**config.mk**
```make
export PLATFORM = sky130hd
export DESIGN_NAME = mux_scan_ctrl_flat
export DESIGN_NICKNAME = d
export VERILOG_FILES = /design/src/rtl/mux_scan_ctrl_pkg.sv /design/src/rtl/mux_scan_ctrl_if.sv /design/src/rtl/mux_scan_ctrl.sv /design/src/flat_wrapper.sv
export SDC_FILE = /design/constraint.sdc
export NUM_CORES = 1
export LEC_CHECK = 0
export BUFFER_PORTS_ARGS = -buffer_cell sky130_fd_sc_hd__buf_2
export CORE_AREA = 2 2 68 86
export CTS_CLUSTER_DIAMETER = 100
export DETAILED_ROUTE_END_ITERATION = 7
export DIE_AREA = 0 0 70 88
export PLACE_DENSITY = 0.82
export SYNTH_ARGS = -nofsm -noshare
export SYNTH_HDL_FRONTEND = slang
export SYNTH_SLANG_ARGS = --single-unit
```
**constraint.sdc**
```tcl
create_clock -name clk -period 5.83 [get_ports clk]
set_clock_uncertainty 0.05 [all_clocks]
set_input_delay 1.166 -clock clk [delete_from_list [all_inputs] [get_ports clk]]
set_output_delay 1.166 -clock clk [all_outputs]
set_load 0.005 [all_outputs]
```
**src/rtl/mux_scan_ctrl_pkg.sv**
```systemverilog
// Shared constants, state encoding and default widths for the mux scan sequencer.
// Optional parity output: define MUX_SCAN_PARITY_EN.
package mux_scan_ctrl_pkg;

  localparam int URCPU_MUX_DATA_W = 20;
  localparam int URCPU_MUX_ADDR_W = 5;
  localparam int MSC_CNT_W        = 5;

  typedef enum logic [1:0] {
    MSC_IDLE = 2'd0,
    MSC_SCAN = 2'd1,
    MSC_DONE = 2'd2
  } msc_state_e;

endpackage

```
**src/rtl/mux_scan_ctrl_if.sv**
```systemverilog
// Word-in / result-out handshakes of the mux scan sequencer.
// Optional out_parity signal: define MUX_SCAN_PARITY_EN.
interface mux_scan_ctrl_if
  import mux_scan_ctrl_pkg::*;
#(
  parameter int DATA_W = URCPU_MUX_DATA_W,
  parameter int CNT_W  = MSC_CNT_W
);

  logic              in_valid;
  logic              in_ready;
  logic [DATA_W-1:0] in_data;
  logic              out_valid;
  logic              out_ready;
  logic [DATA_W-1:0] out_word;
  logic [CNT_W-1:0]  out_count;
  logic              out_mismatch;
`ifdef MUX_SCAN_PARITY_EN
  logic              out_parity;
`endif

  modport master (
    output in_valid, in_data, out_ready,
    input  in_ready, out_valid, out_word,
    input  out_count, out_mismatch
`ifdef MUX_SCAN_PARITY_EN
    , input out_parity
`endif
  );

  modport slave (
    input  in_valid, in_data, out_ready,
    output in_ready, out_valid, out_word,
    output out_count, out_mismatch
`ifdef MUX_SCAN_PARITY_EN
    , output out_parity
`endif
  );

endinterface

```
**src/rtl/mux_scan_ctrl.sv**
```systemverilog
// Sweeps a mux address across a latched word and reassembles the sampled bits.
// Optional parity of sampled bits: define MUX_SCAN_PARITY_EN.
module mux_scan_ctrl
  import mux_scan_ctrl_pkg::*;
#(
  parameter int DATA_W = URCPU_MUX_DATA_W,
  parameter int ADDR_W = URCPU_MUX_ADDR_W,
  parameter int CNT_W  = MSC_CNT_W
) (
  input  logic              clk,
  input  logic              rst,
  mux_scan_ctrl_if.slave    bus,
  output logic [DATA_W-1:0] mux_data,
  output logic [ADDR_W-1:0] mux_addr,
  input  logic              mux_out
);

  localparam logic [ADDR_W-1:0] LAST = ADDR_W'(DATA_W - 1);

  msc_state_e        state_q, state_d;
  logic [DATA_W-1:0] data_q, data_d;
  logic [ADDR_W-1:0] addr_q, addr_d;
  logic [DATA_W-1:0] word_q, word_d;
  logic [CNT_W-1:0]  cnt_q, cnt_d;
  logic              mism_q, mism_d;
  logic              par_q, par_d;

  always_ff @(posedge clk) begin
    if (rst) begin
      state_q <= MSC_IDLE;
      data_q  <= '0;
      addr_q  <= '0;
      word_q  <= '0;
      cnt_q   <= '0;
      mism_q  <= 1'b0;
      par_q   <= 1'b0;
    end else begin
      state_q <= state_d;
      data_q  <= data_d;
      addr_q  <= addr_d;
      word_q  <= word_d;
      cnt_q   <= cnt_d;
      mism_q  <= mism_d;
      par_q   <= par_d;
    end
  end

  always_comb begin
    state_d = state_q;
    data_d  = data_q;
    addr_d  = addr_q;
    word_d  = word_q;
    cnt_d   = cnt_q;
    mism_d  = mism_q;
    par_d   = par_q;
    unique case (state_q)
      MSC_IDLE: begin
        if (bus.in_valid) begin
          data_d  = bus.in_data;
          addr_d  = '0;
          word_d  = '0;
          cnt_d   = '0;
          mism_d  = 1'b0;
          par_d   = 1'b0;
          state_d = MSC_SCAN;
        end
      end
      MSC_SCAN: begin
        word_d[addr_q] = mux_out;
        cnt_d = cnt_q + CNT_W'(mux_out);
        par_d = par_q ^ mux_out;
        // Compare against the word including the bit sampled this cycle
        if (addr_q == LAST) begin
          mism_d  = (word_d != data_q);
          state_d = MSC_DONE;
        end else begin
          addr_d = addr_q + ADDR_W'(1);
        end
      end
      MSC_DONE: begin
        if (bus.out_ready) state_d = MSC_IDLE;
      end
      default: state_d = MSC_IDLE;
    endcase
  end

  assign bus.in_ready     = (state_q == MSC_IDLE);
  assign bus.out_valid    = (state_q == MSC_DONE);
  assign bus.out_word     = word_q;
  assign bus.out_count    = cnt_q;
  assign bus.out_mismatch = mism_q;
  assign mux_data         = data_q;
  assign mux_addr         = addr_q;

`ifdef MUX_SCAN_PARITY_EN
  assign bus.out_parity = par_q;
`else
  logic unused_par;
  assign unused_par = par_q;
`endif

endmodule

```
**src/flat_wrapper.sv**
```systemverilog
// flat-port wrapper written by rule: the top's interface ports become plain ports
module mux_scan_ctrl_flat import mux_scan_ctrl_pkg::*;
#(
  parameter int DATA_W = URCPU_MUX_DATA_W,
  parameter int ADDR_W = URCPU_MUX_ADDR_W,
  parameter int CNT_W  = MSC_CNT_W
)
  (clk, rst, mux_data, mux_addr, mux_out, bus_in_valid, bus_in_data, bus_out_ready, bus_in_ready, bus_out_valid, bus_out_word, bus_out_count, bus_out_mismatch);
  mux_scan_ctrl_if #(.DATA_W(DATA_W), .CNT_W(CNT_W)) bus_i ();
  input  logic clk;
  input  logic rst;
  output logic [DATA_W-1:0] mux_data;
  output logic [ADDR_W-1:0] mux_addr;
  input  logic mux_out;
  input wire logic [$bits(bus_i.in_valid)-1:0] bus_in_valid;
  input wire logic [$bits(bus_i.in_data)-1:0] bus_in_data;
  input wire logic [$bits(bus_i.out_ready)-1:0] bus_out_ready;
  output wire logic [$bits(bus_i.in_ready)-1:0] bus_in_ready;
  output wire logic [$bits(bus_i.out_valid)-1:0] bus_out_valid;
  output wire logic [$bits(bus_i.out_word)-1:0] bus_out_word;
  output wire logic [$bits(bus_i.out_count)-1:0] bus_out_count;
  output wire logic [$bits(bus_i.out_mismatch)-1:0] bus_out_mismatch;
  assign bus_i.in_valid = bus_in_valid;
  assign bus_i.in_data = bus_in_data;
  assign bus_i.out_ready = bus_out_ready;
  assign bus_in_ready = bus_i.in_ready;
  assign bus_out_valid = bus_i.out_valid;
  assign bus_out_word = bus_i.out_word;
  assign bus_out_count = bus_i.out_count;
  assign bus_out_mismatch = bus_i.out_mismatch;
  mux_scan_ctrl #(.DATA_W(DATA_W), .ADDR_W(ADDR_W), .CNT_W(CNT_W)) u_core (.clk(clk), .rst(rst), .bus(bus_i), .mux_data(mux_data), .mux_addr(mux_addr), .mux_out(mux_out));
endmodule
```
# After elaboration in Yosys (flattened, before gate mapping)

Index checks and enable logic that the tools add are counted.

Word-level logic and storage cells: 42
Bits of input ports: 25
Flip-flop bits (word level): 53
Output and inout port bits: 53

Equal/unequal tests: 8
Multiplexer cells: 16
Add/subtract/negate cells: 2
Order comparisons: 2
Reductions and logical operators: 8

Operators with widths:

| cell                | number |
|---|---|
| $pmux 20 s2         | 1 |
| $bwmux 20           | 1 |
| $mux 20             | 1 |
| $ne 20x20->1        | 1 |
| $pmux 5 s2          | 2 |
| $mux 5              | 2 |
| $reduce_and 3->1    | 3 |
| $lt 5x6->1 const B  | 1 |
| $mux 2              | 3 |
| $ne 2x2->1 const B  | 3 |
| $pmux 2 s3          | 1 |
| $add 5x1->5         | 1 |
| $add 5x1->5 const B | 1 |
| $demux 1 s5         | 1 |
| $eq 5x5->1 const B  | 1 |
| $ge 5x1->1 const B  | 1 |
| $reduce_and 2->1    | 2 |
| $mux 1              | 3 |
| $eq 2x1->1 const B  | 1 |
| $eq 2x2->1 const B  | 1 |
| $logic_not 2->1     | 1 |
| $ne 2x1->1 const B  | 1 |
| $pmux 1 s2          | 1 |
| $reduce_bool 2->1   | 1 |
| $logic_and 1x1->1   | 1 |

# Depth between registers and ports, before layout

Word-level depth: 8
Depth in mapped cells: 9

# Worst setup path before layout

OpenSTA, ideal clock, no wires.

Kind: input to register
Start point: in mux_out
End point: reg u_core.mism_q (netlist: u_core.bus.out_mismatch)
Slack: 3.252 ns
Stages: 8
Arrival: 2.397 ns
Required time: 5.649 ns
Buffers on the path: 2
Cell sequence: clkbuf_1 -> inv_1 -> clkbuf_1 -> nand2_1 -> o21ai_1 -> a221o_1 -> nor4_1 -> a31oi_1

Word-level cells in the longest chain between the ends: 4

Ends and longest elaborated chain:

| what                 | line                | RTL |
|---|---|---|
| start, declared      | flat_wrapper.sv:14  | `input logic mux_out;` |
| $bwmux 20            | mux_scan_ctrl.sv:69 | `word_d[addr_q] = mux_out;` |
| $ne 20x20->1         | mux_scan_ctrl.sv:74 | `mism_d = (word_d != data_q);` |
| $mux 1               | mux_scan_ctrl.sv:73 | `if (addr_q == LAST) begin` |
| $pmux 1 s2           | mux_scan_ctrl.sv:56 | `unique case (state_q)` |
| end signal, assigned | mux_scan_ctrl.sv:43 | `mism_q <= mism_d;` |
| end, declared        | mux_scan_ctrl.sv:25 | `logic mism_q, mism_d;` |

No other way between the ends. The select of a mux whose other input is x is not followed.
A chain may end at the register's enable or synchronous reset.

# Worst setup path after layout

Start point: in bus_in_valid
End point: reg u_core.addr_q[4] (netlist: u_core.mux_addr[4])

Word-level cells in the longest chain between the ends: 2

Ends and longest elaborated chain:

| what                              | line                | RTL |
|---|---|---|
| start, declared                   | flat_wrapper.sv:15  | `input wire logic [$bits(bus_i.in_valid)-1:0] bus_in_valid;` |
| $ne 2x2->1 (no source line)       | --                  |  |
| $reduce_and 3->1 (no source line) | --                  |  |
| end signal, assigned              | mux_scan_ctrl.sv:40 | `addr_q <= addr_d;` |
| end, declared                     | mux_scan_ctrl.sv:22 | `logic [ADDR_W-1:0] addr_q, addr_d;` |

No other way between the ends.

==> impl_metrics.xml <==
<?xml version="1.0" encoding="UTF-8"?>
<metrics>
  <group name="setup_path">
    <metric name="worst_path_class_setup" unit="">input pin to flip-flop</metric>
    <metric name="cp.arrival" unit="ns">3.07</metric>
    <metric name="critical_path.endpoint_type" unit="">flip-flop</metric>
    <metric name="worst-path-max-fanout" unit="">24</metric>
    <metric name="required_time_of_the_critical_path" unit="ns">5.94</metric>
    <metric name="start_kind" unit="">input pin</metric>
  </group>
  <group name="logic_synthesis">
    <metric name="synth_warnings" unit="">0</metric>
    <metric name="yosys_most_used_dff" unit="">dfxtp_1</metric>
    <metric name="synthesis.area" unit="mm^2">0.00292</metric>
    <metric name="post_synth_num_cell_types" unit="">41</metric>
    <metric name="synth_fp_nets" unit="">391</metric>
    <metric name="synth_enable_flop_cells" unit="">0</metric>
    <metric name="synth_xor_xnor_area_share" unit="">0.0300</metric>
    <metric name="synth_seq_area_share" unit="">0.363</metric>
    <metric name="synthCells" unit="">360</metric>
    <metric name="synth_top_family_by_area" unit="">simple AND/OR/NAND/NOR gates</metric>
    <metric name="synth_area_leader_cell" unit="">dfxtp_1</metric>
    <metric name="synthMuxAreaShare" unit="">0.0411</metric>
    <metric name="synth_top_cell_area_share" unit="">0.363</metric>
    <metric name="synth.top_cells.by_area" unit="">dfxtp_1, nand2_1, a22oi_1</metric>
    <metric name="synth_adder_area_share" unit="">0.0257</metric>
    <metric name="share_of_flip_flops_with_an_asynchronous_set_or_reset" unit="">0</metric>
    <metric name="synth-compound-area-share" unit="">0.184</metric>
    <metric name="synthSimpleGateAreaFrac" unit="">0.308</metric>
    <metric name="syn_avg_cell_area" unit="um^2">8.12</metric>
    <metric name="synth-seq-cells" unit="">53</metric>
  </group>
  <group name="power_and_ir_drop">
    <metric name="power_dens_cells" unit="mW/mm^2">220</metric>
    <metric name="p_leak" unit="nW">1.39</metric>
    <metric name="ir_drop" unit="uV">156</metric>
  </group>
  <group name="clock_tree">
    <metric name="path_clk_slew" unit="ns">0.09</metric>
    <metric name="root_buffer" unit="">clkbuf_8</metric>
    <metric name="cts_setup_buffers" unit="">0</metric>
    <metric name="ctsHoldBuffers" unit="">0</metric>
    <metric name="numCtsBuffers" unit="">5</metric>
    <metric name="clock_sink_count" unit="">53</metric>
    <metric name="post_cts.resized_instances" unit="">0</metric>
    <metric name="htree_num_levels" unit="">2</metric>
    <metric name="cts_tree" unit="">yes</metric>
    <metric name="clock_latency" unit="ns">0.30</metric>
    <metric name="maximum_number_of_buffers_from_clock_root_to_sink" unit="">2</metric>
  </group>
  <group name="timing">
    <metric name="layout_min_cycle_time" unit="ns">2.96</metric>
    <metric name="slew_viols_final" unit="">0</metric>
    <metric name="layout_worst_path_cycle_share" unit="">0.507</metric>
    <metric name="timing.max_slew.rel_slack" unit="">0.296</metric>
    <metric name="tightestPinTransition" unit="ns">1.06</metric>
    <metric name="setup_repair_after_global_routing_missed_its_margin" unit="">false</metric>
    <metric name="clock.fmax" unit="MHz">338</metric>
    <metric name="timing.setup.tns" unit="ns">0</metric>
    <metric name="setup_viol" unit="">0</metric>
    <metric name="final_hold_viol_count" unit="">0</metric>
  </group>
  <group name="floorplan">
    <metric name="die_w" unit="um">70</metric>
    <metric name="die_h" unit="um">88</metric>
    <metric name="die-area" unit="mm^2">0.00616</metric>
    <metric name="core" unit="mm^2">0.00533</metric>
    <metric name="ios" unit="">78</metric>
    <metric name="fp-row-count" unit="">30</metric>
    <metric name="start_util" unit="">0.548</metric>
  </group>
  <group name="global_route">
    <metric name="grt_antenna_before_repair" unit="">0</metric>
    <metric name="global_route_total_usage_across_every_layer" unit="">0.233</metric>
    <metric name="first_global_vias" unit="">2469</metric>
    <metric name="first_pass_grt_wire_length" unit="mm">11.7</metric>
    <metric name="grt_remaining_overflow" unit="">0</metric>
    <metric name="grt_start_max_net_pins" unit="">54</metric>
  </group>
  <group name="status">
    <metric name="outcome" unit="">completed</metric>
  </group>
  <group name="layout">
    <metric name="drive_gt1_frac" unit="">0.240</metric>
    <metric name="final_area" unit="mm^2">0.00338</metric>
    <metric name="layout.cells.most_common_list" unit="">buf_2, nand2_1, dfxtp_1</metric>
    <metric name="areaGrowthSynthToFinish" unit="%">15.7</metric>
    <metric name="final_common_cell" unit="">buf_2</metric>
    <metric name="final_net_count" unit="">446</metric>
    <metric name="insertedDiodeCount" unit="">0</metric>
    <metric name="fin_util" unit="">0.635</metric>
  </group>
  <group name="hold_path">
    <metric name="holdCritPathClass" unit="">flip-flop to flip-flop</metric>
  </group>
  <group name="drt">
    <metric name="ant_nets" unit="">0</metric>
    <metric name="first_pass_iters" unit="">4</metric>
    <metric name="finalWirelength" unit="mm">7.27</metric>
    <metric name="vias_per_cell" unit="">5.84</metric>
    <metric name="detail_route.drc_violations" unit="">0</metric>
    <metric name="route.vias.total" unit="">2801</metric>
    <metric name="dr.first_iter.drc_count" unit="">232</metric>
    <metric name="routed_wl_per_cell" unit="um">15.2</metric>
  </group>
  <group name="placement">
    <metric name="dp_hpwl" unit="mm">5.02</metric>
    <metric name="io_buffer_count" unit="">77</metric>
    <metric name="placement.cell_area" unit="mm^2">0.00327</metric>
    <metric name="place.gp.congestion" unit="">0.894</metric>
  </group>
  <group name="run">
    <metric name="max_cap_viol_count" unit="">0</metric>
  </group>
</metrics>
==> cell usage after synthesis (all sizes together) (2+ instances only) <==
cell type	instances
nand2b	3
o21ai	26
nor3b	18
a22oi	22
nor4	6
nor4b	5
xor2	6
clkbuf	24
a311oi	3
and3	3
inv	3
nor3	5
dfxtp	53
nand4	4
nor2	34
and4b	4
buf	6
nand2	57
a31oi	2
nand3	5
a21oi	28
nor2b	2
and4bb	10
mux2i	12
xnor2	4
ha	6
==> critical path, stage by stage <==
cell and delay [ns]:
buf_2 0.10, nand2_1 0.62, nand2_1 0.66, nand4_1 0.29, xor2_1 0.16, nor3_1 0.05
==> kinds of logic after synthesis <==
family,Yosys count
AO/OA/AOI/OAI,88
flip-flops,53
multiplexers,12
AND/OR/NAND/NOR,158
XOR/XNOR,10
adder cells (fa/ha/maj),6
buffers and inverters,33
==> final cells by class <==
class / count / area (um^2)
multi-input combinational: 274 / 1720
sequential: 53 / 1060
clock inverter: 1 / 30.0
tap: 64 / 80.1
fill: 494 / 1950
inverter: 3 / 11.3
timing repair buffer: 78 / 393
clock buffer: 7 / 86.3
==> registers in the layout, summed over array words and instances (netlist names) <==
register / flops
u_core.state_q: 2
u_core.mux_data: 20
u_core.bus.out_count: 5
u_core.bus.out_mismatch: 1
u_core.mux_addr: 5
u_core.bus.out_word: 20
==> stage by stage <==
step                      cells  total power [mW]  setup WS, ns  hold slack, ns
after floorplan             360             0.458          3.25           0.422
after global placement      472             0.491          2.58           0.424
after detailed placement    472             0.493          2.52           0.429
after CTS                   480             0.748          2.84           0.443
after global routing        480             0.776          2.61           0.467
final                       480             0.742          2.87           0.441
==> routing by layer <==
layer	wire length (um)	vias up	global-route usage	part of all wire
li1	-	1399	-	-
met1	3180	1325	0.301	0.44
met2	3670	69	0.391	0.50
met3	320	8	0.0368	0.044
met4	99	0	0.0962	0.014
met5	0	-	0	0
==> power by group <==
group	switching (mW)	internal, mW	leakage [nW]
logic	0.0614	0.0385	0.900
clock network	0.117	0.140	0.0585
registers	0.0130	0.373	0.431
==> path summary, 6_finish.rpt <==
kind | end | startpoint | depth (start not counted) | slack [ns]
worst min-delay path | u_core.mux_data[5]$_SDFFE_PP0P_ | u_core.mux_data[5]$_SDFFE_PP0P_ | 2 | 0.44
worst max register to register | u_core.mux_addr[4]$_SDFFE_PP0P_ | u_core.state_q[1]$_SDFFE_PP0P_ | 5 | 3.31
worst max-delay path | u_core.mux_addr[4]$_SDFFE_PP0P_ | bus_in_valid | 6 | 2.87
worst min register to register | u_core.mux_data[5]$_SDFFE_PP0P_ | u_core.mux_data[5]$_SDFFE_PP0P_ | 2 | 0.44
No activity file was read; power rests on OpenSTA's default activity.
